==> config.mk <==
export PLATFORM = sky130hd
export DESIGN_NAME = alu_pipe_flat
export DESIGN_NICKNAME = d
export VERILOG_FILES = /design/src/rtl/alu_pkg.sv /design/src/rtl/alu_pipe_if.sv /design/src/rtl/alu_core.sv /design/src/rtl/alu_pipe.sv /design/src/flat_wrapper.sv
export SDC_FILE = /design/constraint.sdc
export NUM_CORES = 1
export LEC_CHECK = 0
export CORE_ASPECT_RATIO = 0.8
export CORE_MARGIN = 1.5
export CORE_UTILIZATION = 50
export DETAILED_ROUTE_END_ITERATION = 8
export PLACE_DENSITY = 0.75
export SKIP_LAST_GASP = 1
export SLEW_MARGIN = 10
export SYNTH_ARGS = -nofsm -noshare
export SYNTH_HDL_FRONTEND = slang
export SYNTH_SLANG_ARGS = --single-unit
==> constraint.sdc <==
create_clock -name clk -period 2.95 [get_ports clk]
set_clock_uncertainty 0.15 [all_clocks]
set_input_delay 0.59 -clock clk [delete_from_list [all_inputs] [get_ports clk]]
set_output_delay 0.59 -clock clk [all_outputs]
set_load 0.03 [all_outputs]
==> src/rtl/alu_pkg.sv <==
// Shared opcode encoding and flag helpers for the pipelined ALU.
package alu_pkg;

  localparam int OPCODE_W = 3;

  typedef enum logic [OPCODE_W-1:0] {
    ADD            = 3'd0,
    SUB            = 3'd1,
    BITWISE_INVERT = 3'd2,
    REDUCTION      = 3'd3,
    AND            = 3'd4,
    OR             = 3'd5,
    XOR            = 3'd6,
    ACC            = 3'd7
  } opcode_e;

  // Signed overflow from the operand and result sign bits.
  function automatic logic add_overflow(input logic sa, input logic sb, input logic sr);
    return (sa == sb) && (sr != sa);
  endfunction

  function automatic logic sub_overflow(input logic sa, input logic sb, input logic sr);
    return (sa != sb) && (sr != sa);
  endfunction

endpackage

==> src/rtl/alu_pipe_if.sv <==
// Producer/consumer handshake bundle of alu_pipe; slave is the ALU side.
interface alu_pipe_if #(
  parameter int WIDTH = 8
);
  import alu_pkg::*;

  logic             in_valid;
  logic             in_ready;
  opcode_e          opcode;
  logic [WIDTH-1:0] a;
  logic [WIDTH-1:0] b;
  logic             out_valid;
  logic             out_ready;
  logic [WIDTH-1:0] c;
  logic             zero;
  logic             carry;
  logic             overflow;
  logic             illegal;

  modport master (
    output in_valid, opcode, a, b, out_ready,
    input  in_ready, out_valid, c, zero, carry, overflow, illegal
  );

  modport slave (
    input  in_valid, opcode, a, b, out_ready,
    output in_ready, out_valid, c, zero, carry, overflow, illegal
  );

endinterface

==> src/rtl/alu_core.sv <==
// Combinational ALU datapath. The ACC opcode is only implemented when the
// ALU_ACC_EN macro is defined; otherwise it is flagged illegal.
module alu_core
  import alu_pkg::*;
#(
  parameter int WIDTH = 8
) (
  input  opcode_e          opcode_i,
  input  logic [WIDTH-1:0] a_i,
  input  logic [WIDTH-1:0] b_i,
  input  logic [WIDTH-1:0] acc_i,
  output logic [WIDTH-1:0] c_o,
  output logic             carry_o,
  output logic             overflow_o,
  output logic             illegal_o
);

  logic [WIDTH:0] sum_s;
  logic [WIDTH:0] diff_s;

  assign sum_s  = {1'b0, a_i} + {1'b0, b_i};
  // The extra MSB of the zero-extended difference is the unsigned borrow.
  assign diff_s = {1'b0, a_i} - {1'b0, b_i};

`ifdef ALU_ACC_EN
  logic [WIDTH:0] acc_sum_s;
  assign acc_sum_s = {1'b0, acc_i} + {1'b0, a_i};
`else
  logic unused_acc_s;
  assign unused_acc_s = ^acc_i;
`endif

  always_comb begin
    c_o        = {WIDTH{1'b0}};
    carry_o    = 1'b0;
    overflow_o = 1'b0;
    illegal_o  = 1'b0;
    case (opcode_i)
      ADD: begin
        c_o        = sum_s[WIDTH-1:0];
        carry_o    = sum_s[WIDTH];
        overflow_o = add_overflow(a_i[WIDTH-1], b_i[WIDTH-1], sum_s[WIDTH-1]);
      end
      SUB: begin
        c_o        = diff_s[WIDTH-1:0];
        carry_o    = diff_s[WIDTH];
        overflow_o = sub_overflow(a_i[WIDTH-1], b_i[WIDTH-1], diff_s[WIDTH-1]);
      end
      BITWISE_INVERT: c_o = ~a_i;
      REDUCTION:      c_o = {{(WIDTH-1){1'b0}}, |b_i};
      AND:            c_o = a_i & b_i;
      OR:             c_o = a_i | b_i;
      XOR:            c_o = a_i ^ b_i;
      ACC: begin
`ifdef ALU_ACC_EN
        c_o        = acc_sum_s[WIDTH-1:0];
        carry_o    = acc_sum_s[WIDTH];
        overflow_o = add_overflow(acc_i[WIDTH-1], a_i[WIDTH-1], acc_sum_s[WIDTH-1]);
`else
        illegal_o  = 1'b1;
`endif
      end
      default: c_o = {WIDTH{1'b0}};
    endcase
  end

endmodule

==> src/rtl/alu_pipe.sv <==
// Two-stage valid/ready ALU pipeline with full-throughput backpressure.
// Defining ALU_ACC_EN adds the running accumulator used by the ACC opcode.
module alu_pipe
  import alu_pkg::*;
#(
  parameter int WIDTH = 8
) (
  input logic       clk,
  input logic       rst,
  alu_pipe_if.slave bus
);

  logic             s1_valid_q, s1_valid_d;
  opcode_e          s1_op_q,    s1_op_d;
  logic [WIDTH-1:0] s1_a_q,     s1_a_d;
  logic [WIDTH-1:0] s1_b_q,     s1_b_d;

  logic             s2_valid_q, s2_valid_d;
  logic [WIDTH-1:0] s2_c_q,     s2_c_d;
  logic             s2_zero_q,  s2_zero_d;
  logic             s2_carry_q, s2_carry_d;
  logic             s2_ovf_q,   s2_ovf_d;
  logic             s2_ill_q,   s2_ill_d;

  logic             s2_load_s, in_ready_s, in_fire_s;
  logic [WIDTH-1:0] acc_s, core_c_s;
  logic             core_carry_s, core_ovf_s, core_ill_s;

  assign s2_load_s  = s1_valid_q && (!s2_valid_q || bus.out_ready);
  assign in_ready_s = !s1_valid_q || s2_load_s;
  assign in_fire_s  = bus.in_valid && in_ready_s;

  alu_core #(.WIDTH(WIDTH)) u_core (
    .opcode_i   (s1_op_q),
    .a_i        (s1_a_q),
    .b_i        (s1_b_q),
    .acc_i      (acc_s),
    .c_o        (core_c_s),
    .carry_o    (core_carry_s),
    .overflow_o (core_ovf_s),
    .illegal_o  (core_ill_s)
  );

`ifdef ALU_ACC_EN
  logic [WIDTH-1:0] acc_q, acc_d;

  // Accumulator advances with the ACC beat as it moves into S2.
  always_comb begin
    if (s2_load_s && (s1_op_q == ACC)) begin
      acc_d = core_c_s;
    end else begin
      acc_d = acc_q;
    end
  end

  always_ff @(posedge clk) begin
    if (rst) begin
      acc_q <= {WIDTH{1'b0}};
    end else begin
      acc_q <= acc_d;
    end
  end

  assign acc_s = acc_q;
`else
  assign acc_s = {WIDTH{1'b0}};
`endif

  // Next state of both stages; S2 data holds while drained so outputs stay stable.
  always_comb begin
    s1_op_d = s1_op_q;
    s1_a_d  = s1_a_q;
    s1_b_d  = s1_b_q;
    if (in_fire_s) begin
      s1_valid_d = 1'b1;
      s1_op_d    = bus.opcode;
      s1_a_d     = bus.a;
      s1_b_d     = bus.b;
    end else if (s2_load_s) begin
      s1_valid_d = 1'b0;
    end else begin
      s1_valid_d = s1_valid_q;
    end

    s2_c_d     = s2_c_q;
    s2_zero_d  = s2_zero_q;
    s2_carry_d = s2_carry_q;
    s2_ovf_d   = s2_ovf_q;
    s2_ill_d   = s2_ill_q;
    if (s2_load_s) begin
      s2_valid_d = 1'b1;
      s2_c_d     = core_c_s;
      s2_zero_d  = (core_c_s == {WIDTH{1'b0}});
      s2_carry_d = core_carry_s;
      s2_ovf_d   = core_ovf_s;
      s2_ill_d   = core_ill_s;
    end else if (bus.out_ready) begin
      s2_valid_d = 1'b0;
    end else begin
      s2_valid_d = s2_valid_q;
    end
  end

  always_ff @(posedge clk) begin
    if (rst) begin
      s1_valid_q <= 1'b0;
      s1_op_q    <= ADD;
      s1_a_q     <= {WIDTH{1'b0}};
      s1_b_q     <= {WIDTH{1'b0}};
      s2_valid_q <= 1'b0;
      s2_c_q     <= {WIDTH{1'b0}};
      s2_zero_q  <= 1'b0;
      s2_carry_q <= 1'b0;
      s2_ovf_q   <= 1'b0;
      s2_ill_q   <= 1'b0;
    end else begin
      s1_valid_q <= s1_valid_d;
      s1_op_q    <= s1_op_d;
      s1_a_q     <= s1_a_d;
      s1_b_q     <= s1_b_d;
      s2_valid_q <= s2_valid_d;
      s2_c_q     <= s2_c_d;
      s2_zero_q  <= s2_zero_d;
      s2_carry_q <= s2_carry_d;
      s2_ovf_q   <= s2_ovf_d;
      s2_ill_q   <= s2_ill_d;
    end
  end

  assign bus.in_ready  = in_ready_s;
  assign bus.out_valid = s2_valid_q;
  assign bus.c         = s2_c_q;
  assign bus.zero      = s2_zero_q;
  assign bus.carry     = s2_carry_q;
  assign bus.overflow  = s2_ovf_q;
  assign bus.illegal   = s2_ill_q;

endmodule
==> src/flat_wrapper.sv <==
// flat-port wrapper written by rule: the top's interface ports become plain ports
module alu_pipe_flat import alu_pkg::*;
#(
  parameter int WIDTH = 8
)
  (clk, rst, bus_in_valid, bus_opcode, bus_a, bus_b, bus_out_ready, bus_in_ready, bus_out_valid, bus_c, bus_zero, bus_carry, bus_overflow, bus_illegal);
  alu_pipe_if #(.WIDTH(WIDTH)) bus_i ();
  input logic clk;
  input logic rst;
  input wire logic [$bits(bus_i.in_valid)-1:0] bus_in_valid;
  input wire logic [$bits(bus_i.opcode)-1:0] bus_opcode;
  input wire logic [$bits(bus_i.a)-1:0] bus_a;
  input wire logic [$bits(bus_i.b)-1:0] bus_b;
  input wire logic [$bits(bus_i.out_ready)-1:0] bus_out_ready;
  output wire logic [$bits(bus_i.in_ready)-1:0] bus_in_ready;
  output wire logic [$bits(bus_i.out_valid)-1:0] bus_out_valid;
  output wire logic [$bits(bus_i.c)-1:0] bus_c;
  output wire logic [$bits(bus_i.zero)-1:0] bus_zero;
  output wire logic [$bits(bus_i.carry)-1:0] bus_carry;
  output wire logic [$bits(bus_i.overflow)-1:0] bus_overflow;
  output wire logic [$bits(bus_i.illegal)-1:0] bus_illegal;
  assign bus_i.in_valid = bus_in_valid;
  assign bus_i.opcode = bus_opcode;
  assign bus_i.a = bus_a;
  assign bus_i.b = bus_b;
  assign bus_i.out_ready = bus_out_ready;
  assign bus_in_ready = bus_i.in_ready;
  assign bus_out_valid = bus_i.out_valid;
  assign bus_c = bus_i.c;
  assign bus_zero = bus_i.zero;
  assign bus_carry = bus_i.carry;
  assign bus_overflow = bus_i.overflow;
  assign bus_illegal = bus_i.illegal;
  alu_pipe #(.WIDTH(WIDTH)) u_core (.clk(clk), .rst(rst), .bus(bus_i));
endmodule
==> qor.csv <==
stage,metric,value,unit
global_routing,Congestion Overflow GR,0,
routing,Post-DRT Antenna Nets,0,
synthesis,area of the mapped netlist,0.002465,mm^2
floorplanning,Horiz. Die Dim,81.50,um
final_layout,fraction of layout instances using a drive strength above 1,0.06849,
timing,slew at the pin with the worst max-slew slack,0.6079,ns
power,Net Switching,0.4147,mW
power,share of total power in the clock network,0.349,
setup_path,critical path data arrival time,2.84,ns
final_layout,final net count,413,
power,peak ir drop on the vdd network,0.2667,mV
routing,detailed-route wire length,6.645,mm
clocking,number of buffers inserted for hold repair after clock tree synthesis,0,
global_routing,via count of the first global-routing pass,2228,
floorplanning,die area,0.005363,mm^2
placement,count of placed standard cells including taps,417,
synthesis,post-synthesis mux area share,0.02030,
floorplanning,Core ar.,0.004652,mm^2
final_layout,total area of multi-input combinational cells,0.001629,mm^2
setup_path,Max Fanout on Critical Path,5,
power,total power density per cell area,437.9,mW/mm^2
synthesis,simple logic cell fraction of the synthesized area,0.2416,
floorplanning,row cnt,22,
power,switching fraction of total power,0.3157,
global_routing,largest net degree at the start of global routing,35,
final_layout,FF+latch area,660.6,um^2
timing,count of final setup violators,0,
timing,setup repair after global routing missed its margin,false,
clocking,Sink Count,33,
min_path,Hold WC Path Type,reg -> reg,
synthesis,total nets after synthesis,382,
final_layout,highest-count cells in the layout ignoring fill and taps,"sky130_fd_sc_hd__nand2_1 (54), sky130_fd_sc_hd__a21oi_1 (38), sky130_fd_sc_hd__clkdlybuf4s50_1 (36)",
clocking,TritonCTS clock tree,yes,
clocking,H-tree levels,2,
clocking,number of buffers created by CTS,5,
synthesis,Post-Synthesis Mean Instance Area,7.402,um^2
routing,total number of vias,2490,
clocking,clock root buffer,sky130_fd_sc_hd__clkbuf_8,
floorplanning,vertical extent of the die,65.80,um
placement,Detail Placement HPWL,4.942,mm
clocking,Post CTS Setup Buffer Count,0,
synthesis,sequential area share after synthesis,0.2680,
global_routing,wire length of the first global-routing pass,10.81,mm
timing,shortest clock period the worst path allows after layout,2.799,ns
synthesis,fraction of synthesis flops using an asynchronous set or reset pin,0,
timing,number of pins exceeding their max-slew limit in the final report,0,
global_routing,global-route usage over all layers,0.2658,
routing,remaining design rule violation count,0,
power,logic gate share of total power,0.272,
synthesis,Synth Area in Compound Gates,0.2523,
routing,average detailed-routed wire length per instance,15.64,um
power,part of the total power dissipated in sequential elements,0.378,
routing,First-pass DRT Iterations,5,
synthesis,Post-Synth XOR/XNOR Area,0.007107,
synthesis,top_reg_cell synth,sky130_fd_sc_hd__dfxtp_1,
synthesis,Post-Synthesis Cells,333,
setup_path,startpoint type of the worst setup path,flip-flop,
routing,Iter 0 DRT Violations,195,
floorplanning,Initial Utilization,0.5299,
timing,Max transition margin,0.5937,
synthesis,register bit count reported by yosys,33,
synthesis,Synth warnings,0,
floorplanning,number of primary I/O pins,37,
run_status,result of the run,"finished, final reports clean",
final_layout,filler instances,410,
setup_path,Worst Path Required,2.99,ns
placement,total of buffers placed on input and output ports,36,
synthesis,"share of synthesized cell area in full adder, half adder and majority cells",0.1381,
placement,routability-driven placement congestion ratio,0.9594,
power,cell-internal power,0.8987,mW
final_layout,filler-free cell count of the finished design,425,
global_routing,antenna violations before repair,0,
final_layout,Antenna Cells,0,
synthesis,number of enable flip-flop cells after synthesis,0,
timing,"Period Utilization, post-route",0.9489,
timing,setup TNS,0,ns
clocking,insertion delay to the later sink of the worst-skew pair,0.30,ns
final_layout,"most common cell after layout, fill and taps aside",sky130_fd_sc_hd__nand2_1,
timing,Hold WS,0.3065,ns
setup_path,Critical Path Sink Type,flip-flop,
power,P_leak,1.130,nW
final_layout,area delta synth->final,21.68,%
final_layout,final cell utilization of the core,0.6447,
clocking,Resize count post-CTS,0,
timing,number of failing hold endpoints at the final stage,0,
job,Max-cap violations,0,
clocking,number of buffers between clock root and the deepest sink,2,
timing,f_max,357.2,MHz
clocking,clock transition at the register clock pins on the worst setup and hold paths after CTS,0.07,ns
synthesis,dominant combinational cell family by area after synthesis,compound AO/OA/AOI/OAI gates,
synthesis,number of distinct library cells after synthesis,57,
routing,ratio of routed vias to standard cells,5.859,
setup_path,Setup Crit Path Kind,reg -> reg,
-- cell usage after synthesis (2+ instances only) --
cell type	n	share of area
sky130_fd_sc_hd__nor3_1	8	0.016
sky130_fd_sc_hd__or3_1	2	0.0051
sky130_fd_sc_hd__nand3_1	3	0.0061
sky130_fd_sc_hd__ha_1	24	0.12
sky130_fd_sc_hd__and2_1	2	0.0051
sky130_fd_sc_hd__a2111oi_0	2	0.0071
sky130_fd_sc_hd__nor2b_1	7	0.018
sky130_fd_sc_hd__o22ai_1	5	0.013
sky130_fd_sc_hd__clkbuf_2	2	0.0041
sky130_fd_sc_hd__fa_1	2	0.016
sky130_fd_sc_hd__o21a_1	3	0.0091
sky130_fd_sc_hd__nand3b_1	2	0.0061
sky130_fd_sc_hd__nor2_1	25	0.038
sky130_fd_sc_hd__a311oi_1	2	0.0071
sky130_fd_sc_hd__a31oi_1	5	0.013
sky130_fd_sc_hd__a211oi_1	6	0.018
sky130_fd_sc_hd__mux2i_1	5	0.020
sky130_fd_sc_hd__nor4_1	4	0.010
sky130_fd_sc_hd__nand2_1	54	0.082
sky130_fd_sc_hd__nor3b_1	3	0.0091
sky130_fd_sc_hd__dfxtp_1	33	0.27
sky130_fd_sc_hd__or4_1	2	0.0061
sky130_fd_sc_hd__a22oi_1	3	0.0091
sky130_fd_sc_hd__nand2b_1	6	0.015
sky130_fd_sc_hd__clkbuf_1	12	0.018
sky130_fd_sc_hd__o21ai_0	14	0.028
sky130_fd_sc_hd__a21o_1	2	0.0061
sky130_fd_sc_hd__buf_2	6	0.012
sky130_fd_sc_hd__a21oi_1	38	0.077
sky130_fd_sc_hd__inv_1	22	0.034
sky130_fd_sc_hd__or2_2	2	0.0051
sky130_fd_sc_hd__xnor2_1	2	0.0071
-- stage by stage --
step / cell area (um^2) / setup WS (ns) / total power, mW
after floorplan: 2465 / 0.4090 / 0.7379
after global placement: 2875 / 0.2568 / 0.8489
after detailed placement: 2875 / 0.2150 / 0.8548
after CTS: 2995 / 0.1891 / 1.311
after global routing: 2999 / 0.01474 / 1.378
final: 2999 / 0.1508 / 1.313
-- sequential cells by signal, indices dropped and copies added (netlist names) --
signal	flops
u_core.bus.overflow	1
u_core.bus.out_valid	1
u_core.bus.zero	1
u_core.bus.c	8
u_core.s1_a_q	8
u_core.s1_b_q	8
u_core.bus.carry	1
u_core.s1_op_q	3
u_core.bus.illegal	1
u_core.s1_valid_q	1
-- per-layer routing --
layer	wire length (um)	part of all wire	GRT usage
met5	0	0	0
met4	99	0.015	0.06466
met3	486	0.073	0.05241
met2	2868	0.43	0.4050
met1	3190	0.48	0.3819
-- final cells by class --
cell class / instances / share of cell area
tap: 60 / 0.02503
timing repair buffer: 45 / 0.1427
clock buffer: 6 / 0.02753
inverter: 23 / 0.02879
multi-input combinational: 256 / 0.5432
sequential: 33 / 0.2203
clock inverter: 2 / 0.01252
-- power by group through the flow --
stage          clock network (mW)  registers (mW)  logic (mW)
6_report                    0.459           0.497       0.358
5_1_grt                     0.486           0.500       0.392
4_1_cts                     0.463           0.496       0.351
2_1_floorplan                   0           0.517       0.221
3_5_place_dp                    0           0.506       0.348
3_3_place_gp                    0           0.505       0.344
-- cell families after synthesis --
group	Yosys count
AND/OR/NAND/NOR	126
adder cells (fa/ha/maj)	26
buffers and inverters	44
multiplexers	5
flip-flops	33
XOR/XNOR	2
AO/OA/AOI/OAI	97
-- critical path, cell delays in order, from the launching register on --
cell and delay [ns]:
sky130_fd_sc_hd__dfxtp_1 0.41, sky130_fd_sc_hd__ha_2 0.24, sky130_fd_sc_hd__inv_1 0.06, sky130_fd_sc_hd__fa_1 0.39, sky130_fd_sc_hd__and2b_1 0.25, sky130_fd_sc_hd__o31a_1 0.18, sky130_fd_sc_hd__nor4_1 0.07, sky130_fd_sc_hd__or4_1 0.41
sky130_fd_sc_hd__nand3_1 0.13, sky130_fd_sc_hd__and4b_1 0.21, sky130_fd_sc_hd__a31o_1 0.21
-- worst paths after layout --
check / cells past startpoint / to / slack [ns] / start
setup / recovery: 10 / u_core.bus.zero / 0.15 / u_core.s1_b_q[0]
hold / removal: 2 / u_core.bus.c[3] / 0.31 / u_core.bus.c[3]
setup reg to reg: 10 / u_core.bus.zero / 0.15 / u_core.s1_b_q[0]
hold reg to reg: 2 / u_core.bus.c[3] / 0.31 / u_core.bus.c[3]
No activity file was read; power rests on OpenSTA's default activity.
